## config.mk

```make
export PLATFORM = sky130hd
export DESIGN_NAME = rec2pol_sched
export DESIGN_NICKNAME = d
export VERILOG_FILES = /design/src/rtl/rec2pol_sched.sv
export SDC_FILE = /design/constraint.sdc
export NUM_CORES = 1
export LEC_CHECK = 0
export ABC_CLOCK_PERIOD_IN_PS = 2850
export CAP_MARGIN = 20
export CORE_AREA = 2 2 183 185
export DETAILED_ROUTE_END_ITERATION = 10
export DIE_AREA = 0 0 185 187
export SYNTH_ARGS = -nofsm -noshare
export SYNTH_HDL_FRONTEND = slang
export SYNTH_SLANG_ARGS = --single-unit
```

## constraint.sdc

```tcl
create_clock -name clock -period 2.85 [get_ports clock]
set_input_delay 0.57 -clock clock [delete_from_list [all_inputs] [get_ports clock]]
set_output_delay 0.57 -clock clock [all_outputs]
set_load 0.02 [all_outputs]
```

## src/rtl/rec2pol_sched.sv

```systemverilog
// Round-robin scheduler sharing one rectangular-to-polar CORDIC engine between NREQ requesters.
// Grant is combinational in IDLE; the result is held in DONE until res_ready takes it.
module rec2pol_sched #(
    parameter int NREQ  = 4,
    parameter int TAGW  = 2,
    parameter int NITER = 32
) (
    input  logic                 clock,
    input  logic                 reset,
    input  logic [NREQ-1:0]      req_valid,
    input  logic [32*NREQ-1:0]   req_x,
    input  logic [32*NREQ-1:0]   req_y,
    output logic [NREQ-1:0]      req_ready,
    output logic                 res_valid,
    input  logic                 res_ready,
    output logic [TAGW-1:0]      res_tag,
    output logic [31:0]          res_mod,
    output logic [31:0]          res_angle,
    output logic                 busy,
    output logic                 cordic_enable,
    output logic                 cordic_start,
    output logic [31:0]          cordic_x,
    output logic [31:0]          cordic_y,
    input  logic [31:0]          cordic_mod,
    input  logic [31:0]          cordic_angle
);
    typedef enum logic [1:0] {IDLE, LOAD, ITER, DONE} state_t;

    state_t          state, state_nxt;
    logic [TAGW-1:0] ptr, ptr_nxt;
    logic [5:0]      iter_cnt, iter_cnt_nxt;
    logic [31:0]     x_lat, x_lat_nxt;
    logic [31:0]     y_lat, y_lat_nxt;
    logic [TAGW-1:0] tag_lat, tag_lat_nxt;
    logic [31:0]     x_arr [NREQ];
    logic [31:0]     y_arr [NREQ];
    logic            grant_any;
    logic [TAGW-1:0] grant_idx;

    for (genvar i = 0; i < NREQ; i++) begin : g_unpack
        assign x_arr[i] = req_x[32*i +: 32];
        assign y_arr[i] = req_y[32*i +: 32];
    end

    // Walk the search order backwards so the requester nearest the pointer wins.
    always_comb begin
        grant_any = 1'b0;
        grant_idx = '0;
        for (int k = NREQ - 1; k >= 0; k--) begin
            if (req_valid[TAGW'((int'(ptr) + k) % NREQ)]) begin
                grant_any = 1'b1;
                grant_idx = TAGW'((int'(ptr) + k) % NREQ);
            end
        end
    end

    always_comb begin
        state_nxt     = state;
        ptr_nxt       = ptr;
        iter_cnt_nxt  = iter_cnt;
        x_lat_nxt     = x_lat;
        y_lat_nxt     = y_lat;
        tag_lat_nxt   = tag_lat;
        req_ready     = '0;
        res_valid     = 1'b0;
        cordic_enable = 1'b0;
        cordic_start  = 1'b0;
        case (state)
            IDLE: begin
                if (grant_any && !reset) begin
                    req_ready[grant_idx] = 1'b1;
                    x_lat_nxt            = x_arr[grant_idx];
                    y_lat_nxt            = y_arr[grant_idx];
                    tag_lat_nxt          = grant_idx;
                    ptr_nxt              = TAGW'((int'(grant_idx) + 1) % NREQ);
                    state_nxt            = LOAD;
                end
            end
            LOAD: begin
                cordic_start  = 1'b1;
                cordic_enable = 1'b1;
                iter_cnt_nxt  = '0;
                state_nxt     = ITER;
            end
            ITER: begin
                cordic_enable = 1'b1;
                iter_cnt_nxt  = iter_cnt + 6'd1;
                if (iter_cnt == 6'(NITER - 1)) begin
                    state_nxt = DONE;
                end
            end
            DONE: begin
                // Engine stays disabled here so its outputs hold under backpressure.
                res_valid = 1'b1;
                if (res_ready) begin
                    state_nxt = IDLE;
                end
            end
            default: state_nxt = IDLE;
        endcase
    end

    always_ff @(posedge clock) begin
        if (reset) begin
            state    <= IDLE;
            ptr      <= '0;
            iter_cnt <= '0;
            x_lat    <= '0;
            y_lat    <= '0;
            tag_lat  <= '0;
        end else begin
            state    <= state_nxt;
            ptr      <= ptr_nxt;
            iter_cnt <= iter_cnt_nxt;
            x_lat    <= x_lat_nxt;
            y_lat    <= y_lat_nxt;
            tag_lat  <= tag_lat_nxt;
        end
    end

    assign busy      = (state != IDLE);
    assign cordic_x  = x_lat;
    assign cordic_y  = y_lat;
    assign res_tag   = tag_lat;
    assign res_mod   = cordic_mod;
    assign res_angle = cordic_angle;
endmodule

```

; ---- Yosys cells after proc, flatten, opt, wreduce, memory -nomap -nowiden
; Index checks and enable logic that the tools add are counted.
[word_totals]
input_bits = 327
word_cells = 73
ff_bits = 76
[classes]
addsub = 5
muxes = 38
eq_ne = 7
n_reduce_logical = 9
bitwise_logic = 1
order_cmp = 7
[ops]
columns = cell, count
row1 = $bmux W32 S2, 2
row2 = $mux W32, 4
row3 = $lt A2 B4 Y1 const B, 4
row4 = $mux W1, 16
row5 = $mux W2, 7
row6 = $pmux W6 S2, 1
row7 = $bmux W1 S2, 4
row8 = $mux W4, 2
row9 = $pmux W2 S4, 1
row10 = $add A6 B1 Y6 const B, 1
row11 = $eq A6 B5 Y1 const B, 1
row12 = $ne A2 B2 Y1 const B, 3
row13 = $add A2 B1 Y2 const B, 2
row14 = $add A2 B2 Y2 const B, 2
row15 = $eq A2 B2 Y1 const B, 2
row16 = $reduce_bool A2 Y1, 2
row17 = $ge A3 B3 Y1 const B, 1
row18 = $lt A2 B3 Y1 const B, 1
row19 = $not A2 Y3, 1
row20 = $reduce_and A3 Y1, 1
row21 = $demux W1 S2, 1
row22 = $eq A2 B1 Y1 const B, 1
row23 = $ge A2 B1 Y1 const B, 1
row24 = $logic_and A1 B1 Y1, 2
row25 = other kinds (4), 4

; ---- Logic depth before layout (Yosys ltp)
; Gate-level depths: netlist of run 1.
[logic_depth]
depth_word = 14
mapped_depth = 9

; ---- Worst setup path before layout of run 1
; No wires, ideal clock.
[synth_timing]
path_kind = input -> output
startpoint = in req_valid[0]
endpoint = out req_ready[2]
t_required_ps = 2280
arrival_time_ps = 1883
n_path_buf = 2
path_stages = 6
slack_ps = 397
cell_sequence = nand2_1 -> or2_1 -> buf_2 -> clkbuf_1 -> and3_1 -> nor3_1
[synth_via]
elab_chain_len = 13
[synth_lines]
columns = item, line
row1 = start: declaration, 10  ; input logic [NREQ-1:0] req_valid,
row2 = $bmux W1 S2, 50  ; if (req_valid[TAGW'((int'(ptr) + k) % NREQ)]) begin
row3 = $mux W1 (not written as such) (2 in series), 50
row4 = $mux W2 (4 in series), 50
row5 = $lt A2 B3 Y1 (not written as such) / $ge A2 B1 Y1 (equally long branches), 71  ; req_ready[grant_idx] = 1'b1;
row6 = $logic_and A1 B1 Y1 (not written as such), 71
row7 = $mux W1 (not written as such), 71
row8 = $demux W1 S2, 71
row9 = $mux W4 *, 70  ; if (grant_any && !reset) begin
row10 = $mux W4 *, 68  ; case (state)
row11 = end: declaration, 13  ; output logic [NREQ-1:0] req_ready,
; Mark *: on every way between the ends. The rest lies on a longest branch, timed or not. The select of a mux whose other input is x is not followed.

; ---- Final worst setup path of run 1
[layout_timing]
startpoint = in req_valid[2]
endpoint = out req_ready[3]
; The elaborated chain is that of the path after synthesis.

==> impl_results.md, run 1 <==
- Status: completed
- Non-Filler Instances: 1,318
- Hold/Removal Path Class: reg -> reg
- Worst vdd ir: 384 uV
- Clk_lat worst skew: 0.34 ns
- Worst Skew: 0.00425 ns
- Routed Antenna Nets: 0
- Root Buffer: clkbuf_16
- Clk buf depth: 2
- Mean post-synth cell area: 10.1 sq um
- CP Launch Point: req_valid[2]
- Top cells by area, synth: dfxtp_1, a221oi_2, a211oi_2, mux2i_1, buf_4
- Grt ovf: 0
- Final Setup Violations: 0
- Count of final hold-check violations: 0
- Worst-margin pin slew: 0.690 ns
- GPL Wtd Cong: 0.767
- Max_slew headroom: 54.0%
- Setup TNS: 0 ns
- Syn nets: 922
- Vias per inst: 4.31
- Final WS setup: 0.127 ns
- Core area: 0.0329 sq mm
- Initial antenna violation count: 0
- Top_reg_cell synth: dfxtp_1
- Main combinational cell family by area after synthesis: compound AO/OA/AOI/OAI gates
- Critical Path Sink Type: primary output
- First-pass GRT wire length: 33.5 mm
- Initial Utilization: 18.1%
- Total number of yosys warnings: 0
- Slew Viols, Final: 0
- Port-buffer cells: 336
- Via count: 5,684
- RSZ-0062 raised after global routing: false
- Number of synthesized flops with an enable pin: 0
- I/O pin cnt: 465
- CTS Buf Count: 9
- Crit-path max FO: 6
- Clock Pin Slew Worst Setup and Hold Paths: 0.06 ns
- Nets: 1,198
- PwrDens: 791 mW/mm^2
- Commonest cells in the netlist: dfxtp_1, buf_4, a21oi_1
- Reg-to-Reg Start: ptr[1]
- Detailed Route WL: 22.3 mm
- Adder-cell share of the synthesized area: 1.05%
- Clk sinks: 76
- Syn Std Cell Area: 0.00596 sq mm
- DP Worst Slack: -0.272 ns
- Die Footprint: 0.0346 sq mm
- Leakage: 3.66 nW
- Mux contribution to synthesized area: 11.2%
- XOR/XNOR Fraction of Synth Area: 0.735%
- Complex-gate fraction of the synthesized area: 36.3%
- Period minus WS final: 2.72 ns
- CTS tree: built
- Ys async rst share: 0%
- Tot Pwr: 0.00775 W
- Initial DRC count: 147
- CTS H-tree lvls: 3
- F_max: 367 MHz
- Syn Inst Count: 590
- FF+latch count, synth: 76
- Worst path required time: 2.28 ns
- Min-delay src: res_tag[0]
- Count leader, synth: dfxtp_1
- Synth top area share: 25.5%
- Tot GR Track Use: 12.5%
- Startpoint types: primary input
- Drt pass-1 iters: 4
- Synth-to-layout area growth: 64.3%
- Simple-gate share of the synthesized area: 10.0%
- Vias in the first global route: 5,992
- Die Y: 187 um
- Largest area contributor in the netlist: dfxtp_1
- Final worst path period share: 95.5%
- # rows: 67
- Critical Path AT: 2.15 ns
- Wirelength per Cell: 16.9 um
- Dpl cells: 1,301
- Ratio of cells with drive above 1 in the final layout: 22.9%
- Die X: 185 um
- Seq/Total Area, Yosys: 25.5%
- Max-cap violation count: 0
- Cell variety after synth: 40
- # DRC: 0
- Antenna fix cells: 0
- Worst Setup Path Type: in -> out
- Post-DP HPWL: 16.6 mm
- Largest net degree at the start of global routing: 66
==> worst max-delay path, cell delays in order <==
cell and delay, ns:
clkdlybuf4s50_1 0.56, buf_4 0.16, nor4_4 0.05, nor3_4 0.28, nand2_1 0.11, nor2_1 0.09
clkdlybuf4s15_1 0.33
==> power by group <==
group          switching, W  leakage [nW]  total (W)  internal, W
clock network      0.000476         0.126    0.00106     0.000583
registers          0.000268         0.636    0.00183      0.00156
logic               0.00255          2.90    0.00486      0.00231
==> flip-flops by register name (all words and copies together) (netlist names) <==
name,cells
cordic_y,32
state,2
res_tag,2
ptr,2
iter_cnt,6
cordic_x,32
==> cells by family after synthesis <==
logic type / count (synthesis)
AOI/OAI and AO/OA: 209
xor gates and xnor gates: 5
muxes: 67
and+or+nand+nor: 99
adders and majority gates: 5
buffers and inverters: 129
DFF: 76
==> per-layer routing <==
| layer | wire (um) | up-vias | global-route usage (%) |
|---|---|---|---|
| met5 | 0 | - | 0 |
| met4 | 325 | 0 | 3.42 |
| met3 | 1790 | 29 | 4.01 |
| met2 | 11100 | 212 | 22.3 |
| met1 | 9070 | 2741 | 14.1 |
| li1 | - | 2702 | - |
==> path summary, 6_finish.rpt <==
| check | end | slack, ns | cells past startpoint |
|---|---|---|---|
| max | req_ready[3] | 0.13 | 7 |
| min | res_tag[0] | 0.45 | 2 |
| max reg2reg | cordic_y[1] | 0.59 | 8 |
| min reg2reg | res_tag[0] | 0.45 | 2 |
==> cells in the final DEF (no fill, tap or decap), drive strengths merged, types with 3 or more instances in the layout <==
cell           instances
mux2i                 67
a211oi                64
and2                  66
clkinv                 3
a221oi                64
inv                    6
ha                     5
dfxtp                 76
nand2                  6
nor2                   9
buf                   52
o21ai                  5
clkbuf                15
xor2                   3
a21oi                 69
or2                    3
nand2b                 3
clkdlybuf4s50        332
==> stage by stage <==
step / util (%) / hold slack, ns / area (sq um)
2_1_floorplan: - / 0.458 / 5960
3_3_place_gp: 29.0 / 0.450 / 9540
3_5_place_dp: 29.0 / 0.452 / 9540
4_1_cts: 29.8 / 0.460 / 9790
5_1_grt: 29.8 / 0.480 / 9800
6_report: 29.8 / 0.453 / 9800
==> cell type report <==
class / instances / area [sq um]
sequential: 76 / 1520
tap: 448 / 561
multi-input combinational: 385 / 3580
inverter: 6 / 22.5
fill: 3442 / 23100
clock inverter: 3 / 15.0
timing repair buffer: 388 / 3860
clock buffer: 12 / 236
==> repair_timing <==
| item | 4_1_cts | 5_1_grt |
|---|---|---|
| pin swaps | 0 | 1 |
| endpoints found under the setup margin | 4 | 4 |
| buffers inserted | 0 | 2 |
| hold buffers | 0 | 0 |
| gates resized for setup | 5 | 8 |
| gates cloned | 0 | 0 |
No activity file was read; power rests on OpenSTA's default activity.
==> run 2: changes to the inputs <==
- PLACE_DENSITY: not set -> 0.46
==> run 2 against run 1 <==
Effect of this change: global-route usage up 1.3 points; register-to-register slack got worse by 0.04 ns; count of clock-buffer cells in the layout is 1 lower; wire length rose by 8.8%; first-iteration DRC count grew 17%; combinational power grew 1%; design area is 1.2% higher; sequential share of layout area decreased by 0.19 points; highest routed layer unchanged.
==> impl_results.md, run 2 (synthesis results as in run 1) <==
- Vias per inst: 4.25 (-1.4%)
- Core area: 0.0329 sq mm (unchanged)
- Crit-path max FO: 3 (-3)
- Count of final hold-check violations: 0 (unchanged)
- CTS H-tree lvls: 3 (unchanged)
- R2R cell count: 8 (unchanged)
- Leakage: 3.72 nW (+1.6%)
- Post-layout util: 30.2% (+0.37 points)
- Crit-path cells: clkdlybuf4s50_1 -> buf_4 -> a311oi_4 -> or2_1 -> and3_1 -> dlygate4sd2_1
- Die Y: 187 um (unchanged)
- Min-delay src: res_tag[0]
- Worst vdd ir: 421 uV (+9.6%)
- Setup TNS: 0 ns (unchanged)
- Endpoint with the worst hold slack: res_tag[0]
- Grt ovf: 0 (unchanged)
- Root Buffer: clkbuf_16
- Net Sw Power: 0.00338 W (+2.8%)
- Status: completed
- Worst path required time: 2.28 ns (about the same)
- Worst-margin pin slew: 0.504 ns (-0.186 ns)
- Clk_lat worst skew: 0.35 ns (about the same)
- Hold Path Depth: 2 (unchanged)
- RSZ-0062 raised after global routing: true
- Max-cap violation count: 0 (unchanged)
- Detailed Route WL: 24.3 mm (+8.8%)
- Initial antenna violation count: 0 (unchanged)
- Largest net degree at the start of global routing: 66 (unchanged)
- CTS tree: built
- Drt pass-1 iters: 4 (unchanged)
- Ratio of cells with drive above 1 in the final layout: 23.5% (+0.62 points)
- # DRC: 0 (unchanged)
- Slew Viols, Final: 0 (unchanged)
- Synth-to-layout area growth: 66.4%
- Final Setup Violations: 0 (unchanged)
- Routed Antenna Nets: 0 (unchanged)
- Clk buf depth: 2 (unchanged)
- Reg-to-Reg Start: ptr[1]
- Initial Utilization: 18.1% (unchanged)
- DP Area: 0.00962 sq mm (+0.84%)
- Worst Skew: 0.0143 ns (+0.0101 ns)
- Post-CTS setup buffer count: 0 (unchanged)
- Final Instance Area: 0.00992 sq mm (+1.2%)
- Switching share of power: 42.3% (-0.13 points)
- PwrDens: 806 mW/mm^2 (+1.9%)
- Nets: 1,205 (+0.58%)
- Slowest-stage cell, CP: clkdlybuf4s50_1
- # rows: 67 (unchanged)
- First-pass GRT wire length: 36.3 mm (+8.4%)
- Startpoint types: primary input
- Wirelength per Cell: 18.3 um (+8.3%)
- Combinational power share: 61.7% (-1.0 points)
- Max_slew headroom: 66.4% (+12 points)
- GPL Wtd Cong: 0.727 (-5.2%)
- CP max stage delay: 0.45 ns (-0.11 ns)
- Antenna fix cells: 0 (unchanged)
- Die Footprint: 0.0346 sq mm (unchanged)
- F_max: 359 MHz (-2.2%)
- Most frequent cells in the layout: clkdlybuf4s50_1, dfxtp_1, a21oi_1, mux2i_1, and2_1
- Period minus WS final: 2.78 ns (+0.0615 ns)
- Final worst path period share: 97.7% (+2.2 points)
- Worst Setup Path Type: in -> out
- R2r setup slk: 0.55 ns (-0.04 ns)
- Port-buffer cells: 336 (unchanged)
- Critical Path Sink Type: primary output
- Clock Pin Slew Worst Setup and Hold Paths: 0.06 ns (about the same)
- Tot GR Track Use: 13.7% (+1.3 points)
- Most common cell after layout, fill and taps aside: clkdlybuf4s50_1
- Critical Path AT: 2.21 ns (+0.06 ns)
- Int Pwr: 0.00461 W (+3.4%)
- Reg-to-Reg End: cordic_x[3]
- Clk sinks: 76 (unchanged)
- Tot Pwr: 0.00799 W (+3.2%)
- Post-DP HPWL: 17.9 mm (+7.6%)
- Vias in the first global route: 6,134 (+2.4%)
- Clock power share: 15.3% (+1.6 points)
- Initial DRC count: 172 (+17%)
- CTS Buf Count: 9 (unchanged)
- Die X: 185 um (unchanged)
- Via count: 5,632 (-0.91%)
- Hold slack: 0.460 ns (+0.00686 ns)
- I/O pin cnt: 465 (unchanged)
- Seq pwr share: 23.0% (-0.6 points)
- Hold/Removal Path Class: reg -> reg
-- run 2: cell count changes in the layout (fill, tap and decap cells not counted), sizes merged --
cell	before	now
clkinv	3	1
clkbuf	15	11
clkdlybuf4s15	1	2
bufinv	0	1
buf	52	60
clkinvlp	0	2
dlygate4sd2	0	1
-- run 2: layout make-up --
cell class                 count  area, sq um
fill                        3454        22900
timing repair buffer         395         3940
multi-input combinational    385         3580
sequential                    76         1520
tap                          448          561
clock buffer                  11          243
clock inverter                 4         50.0
inverter                       6         22.5
-- run 2: metal layers --
| metal | vias up | wire (um) | track usage (%) |
|---|---|---|---|
| met5 | - | 0 | 0 |
| met4 | 0 | 253 | 2.87 |
| met3 | 22 | 2010 | 4.44 |
| met2 | 236 | 12000 | 24.2 |
| met1 | 2647 | 9980 | 16.1 |
| li1 | 2727 | - | - |
-- run 2: critical path, delay by kind of cell --
kind / cells / cell delay, ns
simple gates: 2 / 0.34
compound gates: 1 / 0.33
buf+inv: 3 / 0.96
-- run 2: worst max path at each step --
stage,start,endpoint,slack [ns],cells after the start
finish,req_valid[2],req_ready[1],0.07,6
global route,req_valid[2],req_ready[3],-0.01,8
CTS,req_valid[2],req_ready[3],0.01,7
detailed placement,req_valid[2],req_ready[2],-0.34,7
global placement,req_valid[3],cordic_y[1],-0.30,8
floorplan,req_valid[0],req_ready[2],0.40,6
-- run 2: power by group through the flow --
stage | registers (W) | clock network [W] | logic [W]
after floorplan | 0.00238 | 0 | 0.00238
after global placement | 0.00185 | 0 | 0.00499
after detailed placement | 0.00186 | 0 | 0.00500
after CTS | 0.00184 | 0.00131 | 0.00501
after global routing | 0.00191 | 0.00133 | 0.00531
final | 0.00184 | 0.00122 | 0.00493
-- run 2: stage by stage --
step / cells / setup slack [ns]
final: 1325 / 0.0654
after global routing: 1325 / -0.0135
after CTS: 1325 / 0.0136
after detailed placement: 1310 / -0.335
after global placement: 1310 / -0.301
after floorplan: 590 / 0.397
-- run 2: repair_timing --
action | CTS | global route
hold buffers | 0 | 0
setup endpoints to repair | 4 | 4
gates resized for setup | 7 | 5
hold endpoints to repair | 0 | 0
pin swaps | 1 | 1
